**src/rtl/uart_tx_fifo_drain.sv**
```systemverilog
// Drains bytes from a synchronous-read FIFO and sends each as a UART 8N1 frame.
// Exactly one pop per frame; the registered FIFO read latency is absorbed by LOAD.
`timescale 1ns/1ps

module uart_tx_fifo_drain #(
    parameter int unsigned pClkFreq    = 12000000,
    parameter int unsigned pBaud       = 115200,
    parameter int unsigned pClksPerBit = pClkFreq / pBaud
) (
    input  logic       iClk,
    input  logic       iRstN,
    input  logic       iEnable,
    input  logic       iFifoEmpty,
    input  logic [7:0] iFifoRdData,
    output logic       oFifoRdEn,
    output logic       oTx,
    output logic       oBusy,
    output logic       oByteDone
);

    localparam int unsigned CNT_W = (pClksPerBit > 1) ? $clog2(pClksPerBit) : 1;
    localparam logic [CNT_W-1:0] CNT_LAST = CNT_W'(pClksPerBit - 1);

    typedef enum logic [2:0] {IDLE, LOAD, START, DATA, STOP} tState;

    tState            state, stateNext;
    logic [CNT_W-1:0] baudCnt, baudCntNext, baudCntInc;
    logic [2:0]       bitIdx, bitIdxNext;
    logic [7:0]       shiftReg, shiftRegNext;
    logic             txReg, busyReg, byteDoneReg;
    logic             txNext, busyNext, byteDoneNext;
    logic             bitEnd, fetch;

    assign bitEnd     = (baudCnt == CNT_LAST);
    assign baudCntInc = bitEnd ? '0 : baudCnt + 1'b1;
    // Gated by iRstN so no pop can be issued while the block is held in reset.
    assign fetch      = (state == IDLE) && iRstN && iEnable && !iFifoEmpty;

    always_ff @(posedge iClk or negedge iRstN) begin
        if (!iRstN) begin
            state       <= IDLE;
            baudCnt     <= '0;
            bitIdx      <= '0;
            shiftReg    <= '0;
            txReg       <= 1'b1;
            busyReg     <= 1'b0;
            byteDoneReg <= 1'b0;
        end else begin
            state       <= stateNext;
            baudCnt     <= baudCntNext;
            bitIdx      <= bitIdxNext;
            shiftReg    <= shiftRegNext;
            txReg       <= txNext;
            busyReg     <= busyNext;
            byteDoneReg <= byteDoneNext;
        end
    end

    always_comb begin
        stateNext    = state;
        baudCntNext  = baudCnt;
        bitIdxNext   = bitIdx;
        shiftRegNext = shiftReg;
        case (state)
            IDLE: begin
                baudCntNext = '0;
                if (fetch) stateNext = LOAD;
            end
            LOAD: begin
                shiftRegNext = iFifoRdData;
                baudCntNext  = '0;
                stateNext    = START;
            end
            START: begin
                baudCntNext = baudCntInc;
                if (bitEnd) begin
                    bitIdxNext = '0;
                    stateNext  = DATA;
                end
            end
            DATA: begin
                baudCntNext = baudCntInc;
                if (bitEnd) begin
                    shiftRegNext = {1'b0, shiftReg[7:1]};
                    bitIdxNext   = bitIdx + 1'b1;
                    if (bitIdx == 3'd7) stateNext = STOP;
                end
            end
            STOP: begin
                baudCntNext = baudCntInc;
                if (bitEnd) stateNext = IDLE;
            end
            default: begin
                stateNext   = IDLE;
                baudCntNext = '0;
            end
        endcase
    end

    // Line outputs are derived from the next state so they register glitch-free
    // and line up with the state they describe.
    always_comb begin
        oFifoRdEn    = fetch;
        busyNext     = (stateNext != IDLE);
        byteDoneNext = (stateNext == STOP) && (baudCntNext == CNT_LAST);
        case (stateNext)
            START:   txNext = 1'b0;
            DATA:    txNext = shiftRegNext[0];
            default: txNext = 1'b1;
        endcase
    end

    assign oTx       = txReg;
    assign oBusy     = busyReg;
    assign oByteDone = byteDoneReg;

endmodule

```
**config.mk**
```make
export PLATFORM = sky130hd
export DESIGN_NAME = uart_tx_fifo_drain
export DESIGN_NICKNAME = d
export VERILOG_FILES = /design/src/rtl/uart_tx_fifo_drain.sv
export SDC_FILE = /design/constraint.sdc
export NUM_CORES = 1
export LEC_CHECK = 0
export BUFFER_PORTS_ARGS = -buffer_cell sky130_fd_sc_hd__buf_4
export CORE_MARGIN = 4
export CORE_UTILIZATION = 39
export CTS_CLUSTER_DIAMETER = 60
export CTS_CLUSTER_SIZE = 20
export DETAILED_ROUTE_END_ITERATION = 6
export PLACE_DENSITY = 0.57
export SLEW_MARGIN = 20
export SYNTH_ARGS = -nofsm -noshare
export SYNTH_HDL_FRONTEND = slang
export SYNTH_SLANG_ARGS = --single-unit
export TNS_END_PERCENT = 10
```
**constraint.sdc**
```tcl
create_clock -name iClk -period 2.97 [get_ports iClk]
set_input_delay 0.297 -clock iClk [delete_from_list [all_inputs] [get_ports iClk]]
set_output_delay 0.297 -clock iClk [all_outputs]
set_load 0.02 [all_outputs]
```
==> results of run 1 <==
## cell type report
type,instances,area [um2],area share [%]
sequential,24,602,44.3
multi-input combinational,78,558,41.1
timing repair buffer,16,123,9.02
tap,31,38.8,2.85
clock buffer,4,26.3,1.93
inverter,3,11.3,0.829
## tightest hold or removal path, cell delays in order
cell and delay (ns):
buf_4 0.07, nand2_1 0.03, o21ai_0 0.06
## stage by stage
stage	hold slack, ns	total power [mW]	utilization (%)	instance area (um2)
finish	0.182	0.931	47.6	1360
global route	0.199	1.01	47.6	1360
CTS	0.178	0.945	47.6	1360
detailed placement	0.221	0.797	46.4	1320
global placement	0.217	0.791	46.4	1320
floorplan	0.00141	0.740	-	1210
## metal layers
metal / track usage (%) / vias up / routed length [um]
met1: 16.2 / 426 / 989
met4: 2.43 / 0 / 12
li1: - / 436 / -
met5: 0 / - / 0
met3: 4.44 / 2 / 177
met2: 18.6 / 25 / 992
## cell usage in the layout (no fill, tap or decap), types with 2 or more instances in the layout
master	instances
a21bo_2	3
a21o_1	6
a22o_1	6
and4_1	2
buf_4	15
clkbuf_4	3
dfrtp_1	23
ha_1	3
inv_1	3
mux2_2	2
nand2_1	5
nand2b_1	2
nand3_1	3
nand4_1	3
nor2_1	9
nor2b_1	4
nor3b_1	2
o21ai_0	6
o221ai_1	2
or3_1	2
xnor2_1	2
## logic make-up after synthesis
family | after synthesis | synth area share (%)
fa+ha+maj | 3 | 3.11
compound gates | 30 | 19.0
flops | 24 | 49.9
buf+inv | 8 | 3.84
simple gates | 40 | 20.1
mux | 2 | 1.87
xor+xnor | 3 | 2.18
## worst paths after layout
check	from	end	cells after the start
setup reg to reg	baudCnt[0]	oBusy	5
max in group asynchronous	iRstN	oTx	2
hold / removal	iFifoRdData[7]	shiftReg[7]	3
min in group asynchronous	iRstN	oByteDone	2
setup / recovery	baudCnt[0]	oBusy	5
hold reg to reg	shiftReg[3]	shiftReg[3]	1
## power breakdown
| part | leakage, nW | internal [mW] | switching (mW) | total (mW) |
|---|---|---|---|---|
| Sequential | 0.301 | 0.433 | 0.0971 | 0.530 |
| Clock | 0.0150 | 0.0524 | 0.0910 | 0.143 |
| Combinational | 0.318 | 0.135 | 0.123 | 0.258 |
## sequential cells by signal, summed over array words and instances, names as in the netlist
register and count:
state 3, baudCnt 7, oTx 1, oBusy 1, bitIdx 3, shiftReg 8
oByteDone 1
## repair_timing
action / 4_1_cts / 5_1_grt
setup buffers: 0 / 0
gates resized for setup: 0 / 0
hold buffers: 1 / 0
endpoints found under the hold margin: 23 / 0
==> results.txt, run 1 <==
- Traced cell by cell, the critical path runs through ha_1 > nand3_1 > or2_4 > a311o_1 > or3_1.
- The filler cells instantiated in the layout total 267.
- The post-route netlist has 21.6% of its cells at a drive strength greater than 1.
- The share of the Yosys chip area taken by registers is 49.9%.
- For this configuration, the core starts out at a cell density of 42.3%.
- CTS tree: built
* # diodes: 0
- Setup violations remaining at the end of the flow were counted as 0.
- PD cells: 685 nW/um2
- The pre-antenna-repair detailed-routing pass consisted of 4 iterations.
- Top Ports: 16
- Summed over all failing endpoints, the final setup total negative slack is 0 ns.
- No sink is reached through more buffers than the 2 on the longest clock path.
- Standby leakage power: 0.634 nW
- After the first detailed-routing iteration, the DRC count stood at 30.
* Clock Latency Late Sink: 0.31 ns
* Maximum number of pins on one net before global-route repair: 26
* Floorplan row count: 19
- Final nets: 141
* Worst Slack Setup Final: 0.913 ns
- The via count of the first global-routing pass came to 843.
* Clock Sinks: 24
- Aggregate routed wire length: 2170 um
- In the finished design, the share of the clock period the worst path needs comes to 69.3%.
* Vias per cell: 5.70
- The hold violation count in the final report came to 0.
- #FFs+latches synth: 24
- Count of buffers from port buffering: 15
- Once placement completed, the tool counted placed cells totaling between 150 and 200.
* Number of antenna-violating nets in the routed design: 0
* Root Buffer Master: clkbuf_4
- After detailed routing, the number of remaining DRC violations is 0.
- Worst slack at placement: roughly 0.93 ns
* Overflow after GRT: 0
- Setup repair after global routing left no endpoint under its margin.
- Core region area: about 2900 um2
* Largest delay share family, worst path: simple AND/OR/NAND/NOR gates
- Of all cell types, the one taking the most synthesized area is dfrtp_1.
* Post-route non-filler standard cell count: approximately 160
- Worst Tran Pin Value: 0.652 ns
* Number of synthesized flops with an enable pin: 0
* Number of distinct library cells after synthesis: 39
* Worst hold-check path type: in2reg
* Predominant post-synthesis flop cell: dfrtp_1
- Summing every instance area after synthesis gives ~1200 um2.
- Normalized max-slew margin: 56.4%
* Top cell type's share of synthesized area: 47.7%
- During synthesis, Yosys emitted a total of 0 warnings.
- The tool flagged a number of max-cap violations equal to 0.
- Setup CP Type: reg2reg
- Avg WL per Cell: 13.9 um
* Wire length of the first global-routing pass: 3910 um
* Post-synthesis net count: 125
* Slowest-stage cell, CP: dfrtp_1
* Number of buffers created by CTS: 3
- The die covers around 4000 um2.
- Delay of the slowest cell on the worst path: just over 0.4 ns
- Clock tree skew after final layout: roughly 0.013 ns
* Critical path capture point type: register
- Detailed placement finished with a half-perimeter wire length of 1580 um.
- Post-Syn Area per Cell: 11.0 um2
* Dominant cell by count in the synthesized netlist: dfrtp_1
- Sorting the synthesized cells by area gives the leading types as dfrtp_1 48%, a22o_1 4.4%, a21o_1 3.7%.
* Highest achievable clock rate: 486 MHz
- Routed vias: 889
- Die height: 63.6 um
- Antenna violations before repair: 0
- Across every metal layer, demand over resource in global routing totals about 12%.
- The cell count after synthesis came out at 110.
- CTS built an H-tree with a depth of 1.
- Worst ir drop on vdd: 0.354 mV
- Worst Path Arrival: between 2 and 2.5 ns
- The final count of pins violating max slew came to 0.
- The run finished with clean final reports.
- Final critical path time including I/O delays and setup: just over 2 ns
- Routability-driven placement congestion ratio: between 0.8 and 0.9
- Critical Path Source Type: register
- Crit path buf inv count: 0
- STA puts the critical path data required time at around 3.2 ns.
- Most numerous cell types in the synthesized netlist: 23 x dfrtp_1, 9 x nor2_1, 6 x a21o_1, 6 x a22o_1, 6 x o21ai_0
- Clock edge transition at the registers on the reported setup and hold paths: around 0.13 ns
- Of all flip-flops after synthesis, the portion carrying an async set or reset was between 90% and 100%.
- Register-to-register setup slack: 0.91 ns
- Measured along the x axis, the die boundary spans 63.6 um.
- Worst-path maximum fanout: 9
* Synthesis-to-finish area growth: 12.7%
Note: power is estimated with default switching activity, not from simulation.
==> run 2, diff against run 1 <==
- clock period: 2.97 -> 2.1 ns (I/O delays scaled with it)
==> run 2 against run 1 <==
Against the previous run:
- via count increased by 3.6%
- global-route usage grew 0.37 points
- final area is 4.1% higher
- hold slack got worse by 0.076 ns
- critical path depth unchanged
- critical endpoint unchanged
- die area is the same
- maximum frequency is 6.1% higher
==> results.txt, run 2 (same netlist as run 1, synthesis figures left out) <==
- # fillers: 272 (+1.9%)
- The top cell types in the final layout, fill and taps aside, are 23 x dfrtp_1, 21 x buf_4, 9 x nor2_1.
- The net load switching power was 0.454 mW (+46%).
- Core region area: 2850 um2 (unchanged)
- Part of the power in combinational logic: 27.8% (about the same)
* Number of failing setup endpoints in the final timing report: 0 (unchanged)
- The y dimension of the die was 63.6 um (unchanged).
* DRC marker count from the first detailed-route iteration: 27 (-10%)
* Switch share: 33.1% (-0.32 points)
* Wire length of the first global-routing pass: 3930 um (+0.36%)
* Worst ir drop on vdd: 0.512 mV (+45%)
- Number of antenna-violating nets in the routed design: 0 (unchanged)
- The ratio of cells with drive above 1 in the final layout was 26.0% (+4.4 points).
* Max cap viols: 0 (unchanged)
* Critical Path Source Type: register
- The post-route non-filler standard cell count is 162 (+3.8%).
* Commonest non-fill, non-tap cell in the layout: dfrtp_1
- The post-detailed-route DRC marker count was 0 (unchanged).
- The H-tree level count is 1 (unchanged).
* Full die area: 4050 um2 (unchanged)
* CTS tree: built
- Worst Tran Pin Value: 0.454 ns (-0.198 ns)
- The shortest period the worst path allows was 1.94 ns (-0.119 ns).
- Root Buffer Master: clkbuf_4
* Most flops, register: shiftReg
- Aggregate routed wire length: 2340 um (+7.6%)
* Vias per cell: 5.69 (-0.24%)
- Via count of the first global-routing pass: 876 (+3.9%)
- The number of iterations in the first detailed-routing pass was 4 (unchanged).
- The final instance area was 1410 um2 (+4.1%).
- Fraction of power consumed by the clock network: 17.3% (+1.9 points)
- The total congestion overflow is 0 (unchanged).
* Highest achievable clock rate: 516 MHz (+6.1%)
- Number of buffers created by CTS: 3 (unchanged)
- The worst hold path belongs to the class in2reg.
* Footprint of the multi-input gates: 558 um2 (unchanged)
- The final-layout setup total negative slack was 0 ns (unchanged).
- Tcrit/Tclk final: 92.3% (+23 points)
* Floorplan row count: 19 (unchanged)
* Top Ports: 16 (unchanged)
- The half-perimeter wire length of the detailed placement result came to 1700 um (+7.6%).
- Count of pins over their slew limit: 0 (unchanged)
* Post_cts resized: 0 (unchanged)
* Relative contribution of sequential cells to total power: 54.8% (-2.1 points)
* PD cells: 970 nW/um2 (+42%)
* Count of buffers from port buffering: 15 (unchanged)
- The final design utilization was 49.6% (+1.9 points).
- Clock Latency Late Sink: 0.31 ns (about the same)
* Clock Sinks: 24 (unchanged)
- The die width was 63.6 um (unchanged).
- Clock tree skew after final layout: 0.00417 ns (-0.00855 ns)
- The headroom to the max-slew limit is 69.4% (+13 points).
* Number of flip-flops in the largest register: 8 (unchanged)
- The maximum number of buffers from clock root to sink came to 2 (unchanged).
- Worst-path maximum fanout: 8 (-1)
- Design internal power: 0.918 mW (+48%)
- Unrepaired setup endpoints after global routing: no
- Clock edge transition at the registers on the reported setup and hold paths: 0.13 ns (about the same)
- Number of placed cells counting well taps: 157 (+4.0%)
- Run status: complete, no violations
* Register area: 602 um2 (unchanged)
- Global-route usage over all layers: 12.4% (+0.37 points)
- Final nets: 147 (+4.3%)
* Critical path capture point type: register
- Initial Util: 42.3% (unchanged)
- Synthesis-to-finish area growth: 17.2%
- The largest net degree at the start of global routing is 26 (unchanged).
- The hold violation count in the final report was 0 (unchanged).
- Setup CP Type: reg2reg
- The arrival time of data at the critical path endpoint is 2.14 ns (-0.11 ns).
* Placed inst area: 1370 um2 (+3.4%)
* Largest registers: shiftReg: 8 flops, baudCnt: 7 flops
- Standby leakage power: 0.669 nW (+5.5%)
- The overall via count from detail_route was 921 (+3.6%).
* Antenna violations before repair: 0 (unchanged)
- Routability-driven placement congestion ratio: 0.794 (-2.1%)
- The routed length per placed instance came to 14.4 um (+3.6%).
* # diodes: 0 (unchanged)
- The required time at the worst-slack endpoint was 2.30 ns (-0.86 ns).
==> run 2: power groups by stage <==
stage	sequential (mW)	combinational, mW	clock, mW
CTS	0.748	0.386	0.256
floorplan	0.703	0.344	0
finish	0.752	0.382	0.238
global placement	0.755	0.375	0
global route	0.774	0.432	0.281
detailed placement	0.758	0.386	0
==> run 2: path summary, 6_finish.rpt <==
| check | from | end | slack (ns) | cells past startpoint |
|---|---|---|---|---|
| max | baudCnt[3] | oBusy | 0.16 | 5 |
| min reg2reg | shiftReg[6] | shiftReg[6] | 0.49 | 1 |
| min | iFifoRdData[7] | shiftReg[7] | 0.11 | 3 |
| min in group asynchronous | iRstN | shiftReg[2] | 0.32 | 2 |
| max reg2reg | baudCnt[3] | oBusy | 0.16 | 5 |
| max in group asynchronous | iRstN | oTx | 1.49 | 2 |
==> run 2: repair_timing <==
| item | CTS | global route |
|---|---|---|
| hold buffers | 1 | 0 |
| setup endpoints to repair | 0 | 0 |
| setup buffers | 0 | 0 |
| endpoints found under the hold margin | 23 | 0 |
==> run 2: per-stage QoR <==
stage / power [mW] / hold slack, ns / setup slack, ns
6_report: 1.37 / 0.106 / 0.162
4_1_cts: 1.39 / 0.0930 / 0.167
5_1_grt: 1.49 / 0.0964 / 0.0500
3_3_place_gp: 1.13 / 0.128 / 0.260
2_1_floorplan: 1.05 / -0.0856 / 0.156
3_5_place_dp: 1.14 / 0.131 / 0.188
==> run 2: layout make-up <==
cell class | instances | share of cell area, %
Sequential cell | 24 | 42.6
Multi-Input combinational cell | 78 | 39.5
Timing Repair Buffer | 22 | 11.9
Tap cell | 31 | 2.74
Clock buffer | 4 | 2.57
Inverter | 3 | 0.796
==> run 2: layer usage <==
layer	GRT usage [%]	routed length, um
met1	15.8	1100
met4	7.01	58
met5	0	0
met3	2.31	100
met2	19.7	1080
==> run 2: worst max-delay path, cell delays in order (launching register included) <==
cell and delay [ns]:
dfrtp_1 0.48, or3b_1 0.41, buf_4 0.18, nor2_1 0.21
a311oi_1 0.16, or3_1 0.39
==> run 3, diff against run 2 <==
- RECOVER_POWER: unset -> 100
- clock period: 2.1 -> 1.9 ns (I/O delays scaled with it)
==> run 3 against run 2 <==
Against the previous run:
- worst setup slack worse by 0.045 ns
- utilization is 1.3 points higher
- final area increased by 2.6%
- clock power is 55% higher
- sequential power grew 7.6%
- power is 23% higher
- largest cell class unchanged
- via count decreased by 0.11%
- largest power group unchanged
==> results.txt, run 3 (same netlist as run 1, synthesis figures left out) <==
- Fraction of power consumed by the clock network: 21.7% (+4.4 points)
- The detailed route wirelength on metal2 was 1170 um (+7.9%).
* DRC marker count from the first detailed-route iteration: 40 (+48%)
- The number of iterations in the first detailed-routing pass was 4 (unchanged).
* Wire length of the first global-routing pass: 4400 um (+12%)
- STA classifies the critical path startpoint as a register.
- The worst setup path is of the reg2reg kind.
- The CTS buffer count was 3 (unchanged).
- Relative to the synthesized area, the layout overhead comes to 20.2%.
- The final count of pins violating max slew is 0 (unchanged).
- # Post-CTS Setup Buffers: 0 (unchanged)
- Top Ports: 16 (unchanged)
- Clock tree skew after final layout: 0.00765 ns (+0.00348 ns)
- More flip-flops sit in one register than any other, and that register is shiftReg.
- Hold Fails Final Rpt: 0 (unchanged)
- The pre-CTS setup slack is 0.0759 ns (-0.112 ns).
* Largest registers: shiftReg: 8 flops, baudCnt: 7 flops
- Unrepaired setup endpoints after global routing: no
- # diodes: 0 (unchanged)
- The highest fanout seen on the critical path came to 6 (-2).
- The half-perimeter wire length of the detailed placement result was 1870 um (+10%).
- The routed metal-1 wire length is 1160 um (+5.8%).
- CTS tree: built
- Core region area: 2850 um2 (unchanged)
- Number of failing setup endpoints in the final timing report: 0 (unchanged)
- In this run the top signal layer used is met4.
- Initial Util: 42.3% (unchanged)
- The count of clock tree sinks was 24 (unchanged).
- Aggregate routed wire length: 2480 um (+6.2%)
* Relative contribution of sequential cells to total power: 47.8% (-7.0 points)
- Die outline width: 63.6 um (unchanged)
* Die height: 63.6 um (unchanged)
- The power density over the cells is 1170 nW/um2 (+20%).
- The cell sitting at the root of the clock tree is a clkbuf_4.
- Post-detailed-route DRC marker count: 0 (unchanged)
- Worst Path Arrival: 2.00 ns (-0.14 ns)
- Worst ir drop on vdd: 0.614 mV (+20%)
- The H-tree level count came to 1 (unchanged).
- # fillers: 271 (-0.37%)
- Worst Tran Pin Value: 1.26 ns (+0.804 ns)
- The net load switching power came to 0.543 mW (+20%).
- The maximum number of buffers from clock root to sink is 2 (unchanged).
- Worst hold margin: 0.0674 ns (-0.0385 ns)
- The flip-flop count of the largest register after layout came to 8 (unchanged).
- Final nets: 152 (+3.4%)
* Standby leakage power: 0.672 nW (+0.39%)
- Highest achievable clock rate: 561 MHz (+8.7%)
- The multi-input gate area in the final layout came to 567 um2 (+1.6%).
- Placed inst area: 1410 um2 (+2.7%)
* Worst hold-check path type: in2reg
- The count of max-cap constraint violations is 0 (unchanged).
* Via count of the first global-routing pass: 980 (+12%)
- Register area: 602 um2 (unchanged)
* Final critical path time including I/O delays and setup: 1.78 ns (-0.155 ns)
- The area enclosed by the die boundary is 4050 um2 (unchanged).
- Worst Slack Setup Final: 0.117 ns (-0.0447 ns)
* Global-route usage over all layers: 13.8% (+1.4 points)
* Most used cells in the layout excluding fill and tap cells: 23 x dfrtp_1, 19 x buf_4, 9 x nor2_1, 7 x clkbuf_1
- Overflow after GRT: 0 (unchanged)
* Part of the power in combinational logic: 30.5% (+2.7 points)
* Maximum number of pins on one net before global-route repair: 25 (-3.8%)
- Vias per cell: 5.51 (-3.1%)
- The clock transition at the registers of the reported paths is 0.13 ns (about the same).
- Met3 wire length: 104 um (+4.0%)
- Count of buffers from port buffering: 15 (unchanged)
* Antenna violations before repair: 0 (unchanged)
- Run status: complete, no violations
* Clock Latency Late Sink: 0.32 ns (about the same)
- The share of total power consumed by net switching came to 32.1% (-1.0 points).
- The cell internal power dissipation was 1.15 mW (+25%).
- Layout cell share with drive strength beyond 1: 24.3% (-1.7 points)
- The remaining number of nets flagged by the antenna check after routing is 0 (unchanged).
- The overall via count from detail_route came to 920 (-0.11%).
* WP data required: 2.12 ns (-0.18 ns)
- Commonest non-fill, non-tap cell in the layout: dfrtp_1
- The routability congestion estimate is 0.836 (+5.3%).
* Final design area excluding fillers: 1450 um2 (+2.6%)
* Tcrit/Tclk final: 93.8% (+1.5 points)
- Floorplan row count: 19 (unchanged)
* Avg WL per Cell: 14.9 um (+3.0%)
- STA classifies the critical path endpoint as a register.
- Normalized max-slew margin: 16.1% (-53 points)
-- run 3: cell types whose count changed in the layout (fill, tap and decap cells not counted), sizes merged --
cell,previous run,this run
bufinv,0,1
buf,21,19
clkbuf,4,10
-- run 3: worst paths after layout --
| kind | start | end | slack, ns | cells after the start |
|---|---|---|---|---|
| setup / recovery | baudCnt[0] | oBusy | 0.12 | 5 |
| hold / removal | iFifoRdData[7] | shiftReg[7] | 0.07 | 3 |
| setup reg to reg | baudCnt[0] | oBusy | 0.12 | 5 |
| hold reg to reg | shiftReg[3] | shiftReg[3] | 0.50 | 1 |
| max in group asynchronous | iRstN | baudCnt[3] | 0.38 | 3 |
| min in group asynchronous | iRstN | shiftReg[3] | 0.77 | 3 |
-- run 3: stage by stage --
stage	total power [mW]	std cells	TNS, ns	util, %
after global placement	1.30	162	0	49.3
final	1.69	167	0	50.8
after floorplan	1.16	110	-0.0445	-
after global routing	1.83	167	0	50.8
after detailed placement	1.31	162	0	49.3
after CTS	1.68	167	0	51.4
-- run 3: cell type report --
type | count | area share (%)
clock buffers | 3 | 1.55
clock inverters | 1 | 2.07
inverters | 3 | 0.777
multi-input cells | 78 | 39.1
flip-flops and latches | 24 | 41.5
well taps | 31 | 2.67
repair buffers | 27 | 12.3
-- run 3: routing by layer --
layer	track usage [%]	vias up
met5	0	-
met4	6.47	0
met3	3.02	5
met2	21.6	20
met1	18.1	438
li1	-	457
-- run 3: worst max-delay path, cell delays in order, from the launching register on --
cell and delay (ns):
dfrtp_1 0.42, ha_1 0.21, nand3_2 0.12, or2_0 0.28, a311o_1 0.35, or3_1 0.31
-- run 3: repair_timing --
action                                  in CTS  in global routing
hold buffers                                 1                  0
resized for setup                            0                  3
endpoints found under the setup margin       0                  2
endpoints found under the hold margin       23                  0
-- run 3: power by group through the flow --
stage / sequential [mW] / clock (mW) / combinational (mW)
2_1_floorplan: 0.777 / 0 / 0.381
3_3_place_gp: 0.806 / 0 / 0.494
3_5_place_dp: 0.811 / 0 / 0.496
4_1_cts: 0.801 / 0.382 / 0.501
5_1_grt: 0.837 / 0.411 / 0.585
6_report: 0.809 / 0.368 / 0.516
